$ cat config.mk
export PLATFORM = sky130hd
export DESIGN_NAME = star_bar_renderer
export DESIGN_NICKNAME = d
export VERILOG_FILES = /design/src/rtl/star_bar_renderer.sv
export SDC_FILE = /design/constraint.sdc
export NUM_CORES = 1
export LEC_CHECK = 0
export CAP_MARGIN = 25
export CORE_MARGIN = 4
export CORE_UTILIZATION = 47
export CTS_BUF_LIST = sky130_fd_sc_hd__clkbuf_16
export DETAILED_ROUTE_END_ITERATION = 10
export PLACE_DENSITY = 0.86
export SLEW_MARGIN = 20
export SYNTH_ARGS = -nofsm -noshare
export SYNTH_HDL_FRONTEND = slang
export SYNTH_SLANG_ARGS = --single-unit
$ cat constraint.sdc
create_clock -name Clk -period 2.7 [get_ports Clk]
set_input_delay 0.81 -clock Clk [delete_from_list [all_inputs] [get_ports Clk]]
set_output_delay 0.81 -clock Clk [all_outputs]
set_load 0.05 [all_outputs]
$ cat src/rtl/star_bar_renderer.sv
// star_bar_renderer: pixel-side reader for the star-bar sprite ROM.
// Maps the scan position onto one of four 96x16 star images, pipelines the
// ROM colour out as an overlay pixel, and blinks the bar after a level rise.
//
//   state | meaning
//   ------+-----------------------------------------------------------
//   SHOW  | bar shows the latched level steadily
//   BLINK | bar alternates between the 0-star image and the latched
//         | level every BLINK_HALF frames, for BLINK_FRAMES frames
module star_bar_renderer #(
  parameter int unsigned BAR_X        = 528,
  parameter int unsigned BAR_Y        = 16,
  parameter int unsigned BAR_W        = 96,
  parameter int unsigned BAR_H        = 16,
  parameter int unsigned BLINK_FRAMES = 48,
  parameter int unsigned BLINK_HALF   = 4
) (
  input  logic        Clk,
  input  logic        Reset,
  input  logic        frame_start,
  input  logic [9:0]  DrawX,
  input  logic [9:0]  DrawY,
  input  logic [1:0]  star_level_in,
  output logic [12:0] rom_addr,
  input  logic [23:0] rom_data,
  output logic        bar_on,
  output logic [23:0] bar_rgb,
  output logic [1:0]  disp_level
);

  typedef enum logic {SHOW = 1'b0, BLINK = 1'b1} state_t;

  // Box edges are widened by one bit so the right/bottom limits never wrap.
  localparam logic [10:0] X_LO     = 11'(BAR_X);
  localparam logic [10:0] X_HI     = 11'(BAR_X + BAR_W);
  localparam logic [10:0] Y_LO     = 11'(BAR_Y);
  localparam logic [10:0] Y_HI     = 11'(BAR_Y + BAR_H);
  localparam logic [12:0] IMG_SIZE = 13'(BAR_W * BAR_H);
  localparam logic [12:0] ROW_LEN  = 13'(BAR_W);
  localparam logic [7:0]  BLINK_N  = 8'(BLINK_FRAMES);
  localparam logic [3:0]  HALF_END = 4'(BLINK_HALF - 1);

  state_t      state_q, state_d;
  logic [1:0]  level_d;
  logic [7:0]  blink_cnt, blink_d;
  logic [3:0]  phase_cnt, phase_cnt_d;
  logic        phase, phase_d;

  logic [1:0]  art_level;
  logic        in_box;
  logic [10:0] dx, dy;
  logic [12:0] pix_addr;
  logic        v1, v2;

  // Frame-rate state register: level latch, blink counters and FSM state.
  always_ff @(posedge Clk or posedge Reset) begin
    if (Reset) begin
      state_q    <= SHOW;
      disp_level <= 2'd0;
      blink_cnt  <= 8'd0;
      phase_cnt  <= 4'd0;
      phase      <= 1'b0;
    end else begin
      state_q    <= state_d;
      disp_level <= level_d;
      blink_cnt  <= blink_d;
      phase_cnt  <= phase_cnt_d;
      phase      <= phase_d;
    end
  end

  // Next-state logic; only a frame_start edge can change anything.
  always_comb begin
    state_d     = state_q;
    level_d     = disp_level;
    blink_d     = blink_cnt;
    phase_cnt_d = phase_cnt;
    phase_d     = phase;
    if (frame_start) begin
      if (star_level_in > disp_level) begin
        // A rise (re)starts a full blink, opening on the 0-star half.
        level_d     = star_level_in;
        state_d     = BLINK;
        blink_d     = BLINK_N;
        phase_cnt_d = 4'd0;
        phase_d     = 1'b0;
      end else if (star_level_in < disp_level) begin
        level_d     = star_level_in;
        state_d     = SHOW;
        blink_d     = 8'd0;
        phase_cnt_d = 4'd0;
        phase_d     = 1'b0;
      end else if (state_q == BLINK) begin
        blink_d = blink_cnt - 8'd1;
        if (phase_cnt == HALF_END) begin
          phase_cnt_d = 4'd0;
          phase_d     = ~phase;
        end else begin
          phase_cnt_d = phase_cnt + 4'd1;
        end
        if (blink_cnt == 8'd1) begin
          state_d     = SHOW;
          blink_d     = 8'd0;
          phase_cnt_d = 4'd0;
          phase_d     = 1'b0;
        end
      end
    end
  end

  // Image actually drawn: the off half of a blink uses the 0-star art.
  always_comb begin
    art_level = disp_level;
    if (state_q == BLINK && !phase) art_level = 2'd0;
  end

  // Box test and ROM address for the current scan position.
  always_comb begin
    in_box   = ({1'b0, DrawX} >= X_LO) && ({1'b0, DrawX} < X_HI) &&
               ({1'b0, DrawY} >= Y_LO) && ({1'b0, DrawY} < Y_HI);
    dx       = {1'b0, DrawX} - X_LO;
    dy       = {1'b0, DrawY} - Y_LO;
    pix_addr = 13'(art_level) * IMG_SIZE + {2'b00, dy} * ROW_LEN + {2'b00, dx};
  end

  // Three-stage pixel pipeline: address, ROM read, colour out.
  always_ff @(posedge Clk or posedge Reset) begin
    if (Reset) begin
      rom_addr <= 13'd0;
      v1       <= 1'b0;
      v2       <= 1'b0;
      bar_on   <= 1'b0;
      bar_rgb  <= 24'h000000;
    end else begin
      rom_addr <= in_box ? pix_addr : 13'd0;
      v1       <= in_box;
      v2       <= v1;
      bar_on   <= v2;
      bar_rgb  <= v2 ? rom_data : 24'h000000;
    end
  end

endmodule

==> metrics.cfg, run 1 <==
[status]
run_status = finished, violations left
violations = negative setup slack

[critical_path]
critPathMostFrequentCell = ha_4
path_max_fanout = 4
crit_path_cell_trace = buf_8 -> ha_4 -> fa_2 -> a21o_1 -> a21oi_2 -> xnor2_2 -> fa_1 -> inv_2 -> ha_4 -> nand2_2 -> o21ai_2 -> xnor2_1 -> nor2_1
crit_slowest_cell = fa_1
slowest_delay_ps = 510
critPathArrivalTime_ps = 3110
crit_type = in -> reg
critPathCaptureType = flop
start_kind = primary input
ff2ff_path_depth = 10
crit_required_ps = 2880

[global_route]
grt_pass1_wl_mm = 11.5
grt_max_degree = 36
antenna_found_initial = 0
grt_overflow_total = 0
track_usage_pct = 19.3
grt_pass1_vias = 2551

[timing]
slew_headroom_pct = 58.1
period_needed_ps = 2930
fmax_ghz = 0.341
worst_pin_slew_ps = 624
clock_skew_ps = 4.96
final_max_slew_viol_count = 0
finalCritPeriodShare_pct = 109
rsz0062_at_grt = yes
tns_ps = -561
hold_viol_final = 0
timing.final.ws_setup_ps = -230
setup-violations-final = 3

[pwr]
swShare_pct = 35.1
intPower_uw = 1970
power.switching_uw = 1070
power_frac_clock_pct = 21.8
peakVddDrop_mv = 0.489
pwr-share-seq_pct = 32.7
p_per_area_nw_per_um2 = 671
power_frac_comb_pct = 45.5
power.leakage_uw = 0.00211

[drt]
dr.first_iter.drc_count = 96
post_drt_wl_per_cell_um = 15.0
routed-via-count = 2441
dr.pass1.iters = 4
routed_via_density = 5.12
routed_wirelength_mm = 7.16
drc = 0
ant_nets = 0

[layout]
diodes = 0
area_delta_synth_final_pct = 53.2
layout-drive-gt1-share_pct = 21.4
fin_nets = 483
instances_no_fill = 477

[clock_tree]
clk_latency_ps = 290
clock-root-buffer = clkbuf_16
path_clk_slew_ps = 70
cts_inserted_buffers = 5
max-clock-path-buffers = 2
cts_hold_buf = 0
cts_tree = built
htree_levels = 2
cts_sinks = 56

[die]
io_pins = 89
initial_core_util_pct = 49.2
dieArea_um2 = 7610
die_w_um = 87.2
rows = 28
core-area_um2 = 5990
die_h_um = 87.2

[logic_synthesis]
ys_warn_count = 0
ys_ff_latch = 56
asyncSetResetFlopFracSynth_pct = 100
synth_edf_count = 0
seq_area_frac_synth_pct = 47.5
ys_top_cells_by_area = dfrtp_1 47%, ha_1 12%, and2_1 6.8%
synth_most_common_cell = dfrtp_1
synth_top_area_share_pct = 47.5
synth_cell_type_count = 40
syn_area_um2 = 2950
yosys.area.top_type = dfrtp_1
syn_area_per_cell_um2 = 10.7
ys.flop_type = dfrtp_1
synth_cells = 277
syn_nets = 359
synth_common_cells = 56 x dfrtp_1, 32 x and2_1, 29 x ha_1, 21 x inv_1, 18 x nor2_1

[place]
dp_cells = 468
gp_congestion = 0.842
place_hpwl_mm = 5.66
port_buffers = 88

[min_path]
holdCritPathClass = reg -> reg
min_path_cells = 0

[run]
cap_violations = 0

## path summary, 6_finish.rpt
check | startpoint | end | slack, ps
max | DrawY[1] | rom_addr[12]$_DFF_PP0_ | -230
min | v1$_DFF_PP0_ | v2$_DFF_PP0_ | 360
max reg2reg | phase$_DFFE_PP0P_ | rom_addr[12]$_DFF_PP0_ | 290
min reg2reg | v1$_DFF_PP0_ | v2$_DFF_PP0_ | 360
max in group asynchronous | Reset | rom_addr[9]$_DFF_PP0_ | 1290
min in group asynchronous | Reset | bar_rgb[22]$_DFF_PP0_ | 860
## metal layers
layer | up-vias | share of wire [%] | GRT usage [%]
met5 | - | 0 | 0
met2 | 76 | 55 | 38.6
li1 | 1177 | - | -
met1 | 1180 | 39 | 21.2
met4 | 0 | 1.2 | 4.18
met3 | 8 | 5.4 | 2.55
## kinds of logic (layout without fill, tap and decap cells)
group | count (synthesis) | in the layout | synth area share (%)
and+or+nand+nor | 91 | 91 | 17.1
DFF | 56 | 56 | 47.5
AOI/OAI and AO/OA | 51 | 51 | 10.6
adders and majority gates | 33 | 33 | 15.0
buffers and inverters | 25 | 150 | 3.48
xor gates and xnor gates | 20 | 20 | 5.94
muxes | 1 | 1 | 0.382
## flip-flops by register name (all words and copies together) (netlist names)
name,cells
blink_cnt,8
bar_rgb,24
v1,1
bar_on,1
v2,1
state_q,1
rom_addr,13
disp_level,2
phase,1
phase_cnt,4
## critical path, delay by kind of cell
kind | cells | cell delay [ps]
xor gates and xnor gates | 2 | 220
buffers and inverters | 2 | 160
AOI/OAI and AO/OA | 3 | 490
adders and majority gates | 4 | 1310
and+or+nand+nor | 2 | 110
## power groups by stage
stage,sequential (uW),clock (uW),combinational (uW)
2_1_floorplan,1020,0,825
4_1_cts,991,675,1340
5_1_grt,1010,717,1520
3_3_place_gp,1000,0,1190
3_5_place_dp,1010,0,1250
6_report,993,663,1380
## per-stage QoR
step | instance area, um^2 | power, uW | util (%) | setup slack, ps | hold WS [ps]
CTS | 4470 | 3000 | 74.6 | -211 | 361
detailed placement | 4220 | 2260 | 70.5 | -1050 | 343
global placement | 4220 | 2190 | 70.5 | -942 | 332
finish | 4520 | 3040 | 75.5 | -230 | 358
floorplan | 3020 | 1850 | - | -289 | 331
global route | 4520 | 3240 | 75.5 | -342 | 373
## cells in the final DEF (no fill, tap or decap), types with 2 or more instances in the layout
cell             netlist  layout
a21o_1                 4       4
a21oi_1               13       8
a21oi_2                0       4
a22o_1                 2       2
a31oi_1                3       3
and2_1                32      32
buf_4                  0      30
buf_6                  1       3
buf_8                  0       2
clkbuf_16              0       5
clkdlybuf4s50_1        0      78
dfrtp_1               56      56
dlygate4sd2_1          0       5
fa_1                   4       2
fa_2                   0       2
ha_1                  29      18
ha_2                   0       3
ha_4                   0       8
inv_1                 21      14
inv_2                  0       6
nand2_1               17      16
nand2b_1               3       3
nand4b_1               2       2
nor2_1                18      17
nor2_2                 1       2
nor3_1                 4       4
nor4_1                 4       3
o21ai_0                7       6
o21ai_1               11      11
o31ai_1                6       5
xnor2_1               12       9
xnor2_2                0       3
xor2_1                 8       8
## cell type report
cell class,instances,area [um^2]
Clock buffer,5,125
Clock inverter,3,27.5
Fill cell,412,1470
Inverter,21,81.3
Multi-Input combinational cell,196,1630
Sequential cell,56,1400
Tap cell,75,93.8
Timing Repair Buffer,121,1160
## what timing repair did
item,in CTS,in global routing
resized for setup,44,9
setup buffers,1,0
endpoints found under the setup margin,6,4
pin swaps,28,11
Note: power is estimated with default switching activity, not from simulation.
==> inputs of run 2 (changes only) <==
CORE_MARGIN = 3   (was 4)
clock period = 3.12 ns   (was 2.7 ns; I/O delays follow)
==> metrics.cfg, run 2 (synthesis gave the netlist of run 1 again) <==
[status]
run_status = finished, violations left
violations = negative setup slack

[die]
die_w_um = 85.2
die_h_um = 85.2
dieArea_um2 = 7260
initial_core_util_pct = 49.2
core-area_um2 = 5990
rows = 28
io_pins = 89

[layout]
final_cell_mix = 78 x clkdlybuf4s50_1, 56 x dfrtp_1, 32 x and2_1, 28 x buf_4, 17 x nor2_1
reg_top3 = bar_rgb (24), rom_addr (13), blink_cnt (8)
multi_input_area_um2 = 1690
fill_cells = 391
diodes = 0
seq_area_um2 = 1400
layout-drive-gt1-share_pct = 22.9
fin_nets = 482
largest_register_ffs = 24
final_common_cell = clkdlybuf4s50_1
area_delta_synth_final_pct = 54.4
regMostFlops = bar_rgb
utilization_pct = 76.0

[place]
port_buffers = 88
place_hpwl_mm = 5.29
dp_slack_ps = -821
gp_congestion = 0.808

[critical_path]
critPathMostFrequentCell = ha_4
ff2ff_path_depth = 10
crit_path_cell_trace = buf_8 -> ha_4 -> fa_2 -> a21o_1 -> a21oi_2 -> xnor2_2 -> fa_1 -> inv_2 -> ha_4 -> nand2_2 -> o21ai_2 -> xnor2_1 -> nor2_1
rrSetupSlack_ps = 650
crit_slowest_cell = fa_1
path_max_fanout = 3
crit_required_ps = 3300
reg2reg_from = phase$_DFFE_PP0P_
slowest_delay_ps = 510
critPathArrivalTime_ps = 3320
critPathCaptureType = flop
start_kind = primary input
crit_type = in -> reg
reg2reg_to = rom_addr[12]$_DFF_PP0_

[pwr]
peakVddDrop_mv = 0.386
pwr-share-seq_pct = 32.9
intPower_uw = 1680
p_per_area_nw_per_um2 = 574
swShare_pct = 35.6
power.switching_uw = 932
power.leakage_uw = 0.00213
power_frac_comb_pct = 46.0
power_frac_clock_pct = 21.1

[drt]
drc = 0
routed_via_density = 5.20
dr.pass1.iters = 4
routed-via-count = 2473
ant_nets = 0
routed_wirelength_mm = 7.61
dr.first_iter.drc_count = 86
post_drt_wl_per_cell_um = 16.0

[timing]
setup-violations-final = 1
period_needed_ps = 3130
tns_ps = -13.4
fmax_ghz = 0.319
rsz0062_at_grt = yes
finalCritPeriodShare_pct = 100
clock_skew_ps = 4.37
slew_headroom_pct = 58.0
timing.final.ws_setup_ps = -13.4
final_max_slew_viol_count = 0
worst_pin_slew_ps = 626
hold_viol_final = 0
holdWs_ps = 364

[clock_tree]
clk_latency_ps = 290
htree_levels = 2
max-clock-path-buffers = 2
clock-root-buffer = clkbuf_16
path_clk_slew_ps = 70
cts_inserted_buffers = 5
cts_hold_buf = 0
cts_tree = built
cts_sinks = 56

[global_route]
antenna_found_initial = 0
track_usage_pct = 20.5
grt_overflow_total = 0
grt_max_degree = 33
grt_pass1_vias = 2576
grt_pass1_wl_mm = 11.8

[min_path]
min_to = v2$_DFF_PP0_
min_from = v1$_DFF_PP0_
min_path_cells = 0
holdCritPathClass = reg -> reg

[run]
cap_violations = 0

==> run 2: cell count changes in the layout (fill, tap and decap cells not counted), sizes merged <==
cell,before,now
dlygate4sd2,5,4
clkinv,1,3
inv,22,21
clkdlybuf4s15,1,0
clkbuf,5,6
buf,36,35
clkinvlp,1,0
dlymetal6s2s,1,2
==> run 2: cell type report <==
class,count,share of cell area (%)
multi-input cells,196,37.1
inverters,21,1.73
flip-flops and latches,56,30.8
clock buffers,5,2.75
clock inverters,3,0.412
repair buffers,120,25.2
well taps,75,2.06
==> run 2: repair_timing <==
action                                  in CTS  in global routing
endpoints found under the setup margin       4                  3
endpoints found under the hold margin        0                  0
pin swaps                                   24                 23
resized for setup                           46                 20
buffers inserted                             3                  1
==> run 2: worst max-delay path, delay by kind of cell <==
| family | cells | cell delay [ps] |
|---|---|---|
| adders and majority gates | 4 | 1310 |
| AOI/OAI and AO/OA | 3 | 570 |
| buffers and inverters | 2 | 160 |
| and+or+nand+nor | 2 | 100 |
| xor gates and xnor gates | 2 | 240 |
==> run 2: per-stage QoR <==
stage          cell area (um^2)  cells  total power [uW]
6_report                   4560    476              2620
5_1_grt                    4560    476              2790
4_1_cts                    4460    475              2560
3_5_place_dp               4170    464              1930
3_3_place_gp               4170    464              1870
2_1_floorplan              2990    277              1590
==> run 2: worst max-delay path by stage <==
stage / startpoint / endpoint / slack [ps] / cells past startpoint
2_1_floorplan: DrawY[0] / rom_addr[12]$_DFF_PP0_ / -30 / 12
3_3_place_gp: DrawY[1] / rom_addr[12]$_DFF_PP0_ / -640 / 15
3_5_place_dp: DrawY[1] / rom_addr[12]$_DFF_PP0_ / -820 / 14
4_1_cts: DrawY[0] / rom_addr[12]$_DFF_PP0_ / 20 / 13
5_1_grt: DrawY[1] / rom_addr[12]$_DFF_PP0_ / -70 / 13
6_report: DrawY[1] / rom_addr[12]$_DFF_PP0_ / -10 / 13
==> run 2: routing by layer <==
layer / track usage [%] / vias to the layer above / share of wire (%)
met1: 23.2 / 1187 / 38
met2: 39.1 / 94 / 55
met5: 0 / - / 0
met3: 3.01 / 16 / 4.9
li1: - / 1176 / -
met4: 6.91 / 0 / 2.4
==> run 2: power by group through the flow <==
stage	Clock [uW]	Sequential [uW]	Combinational, uW
floorplan	0	887	703
global placement	0	867	1000
detailed placement	0	873	1060
CTS	554	860	1150
global route	588	873	1330
finish	551	861	1200
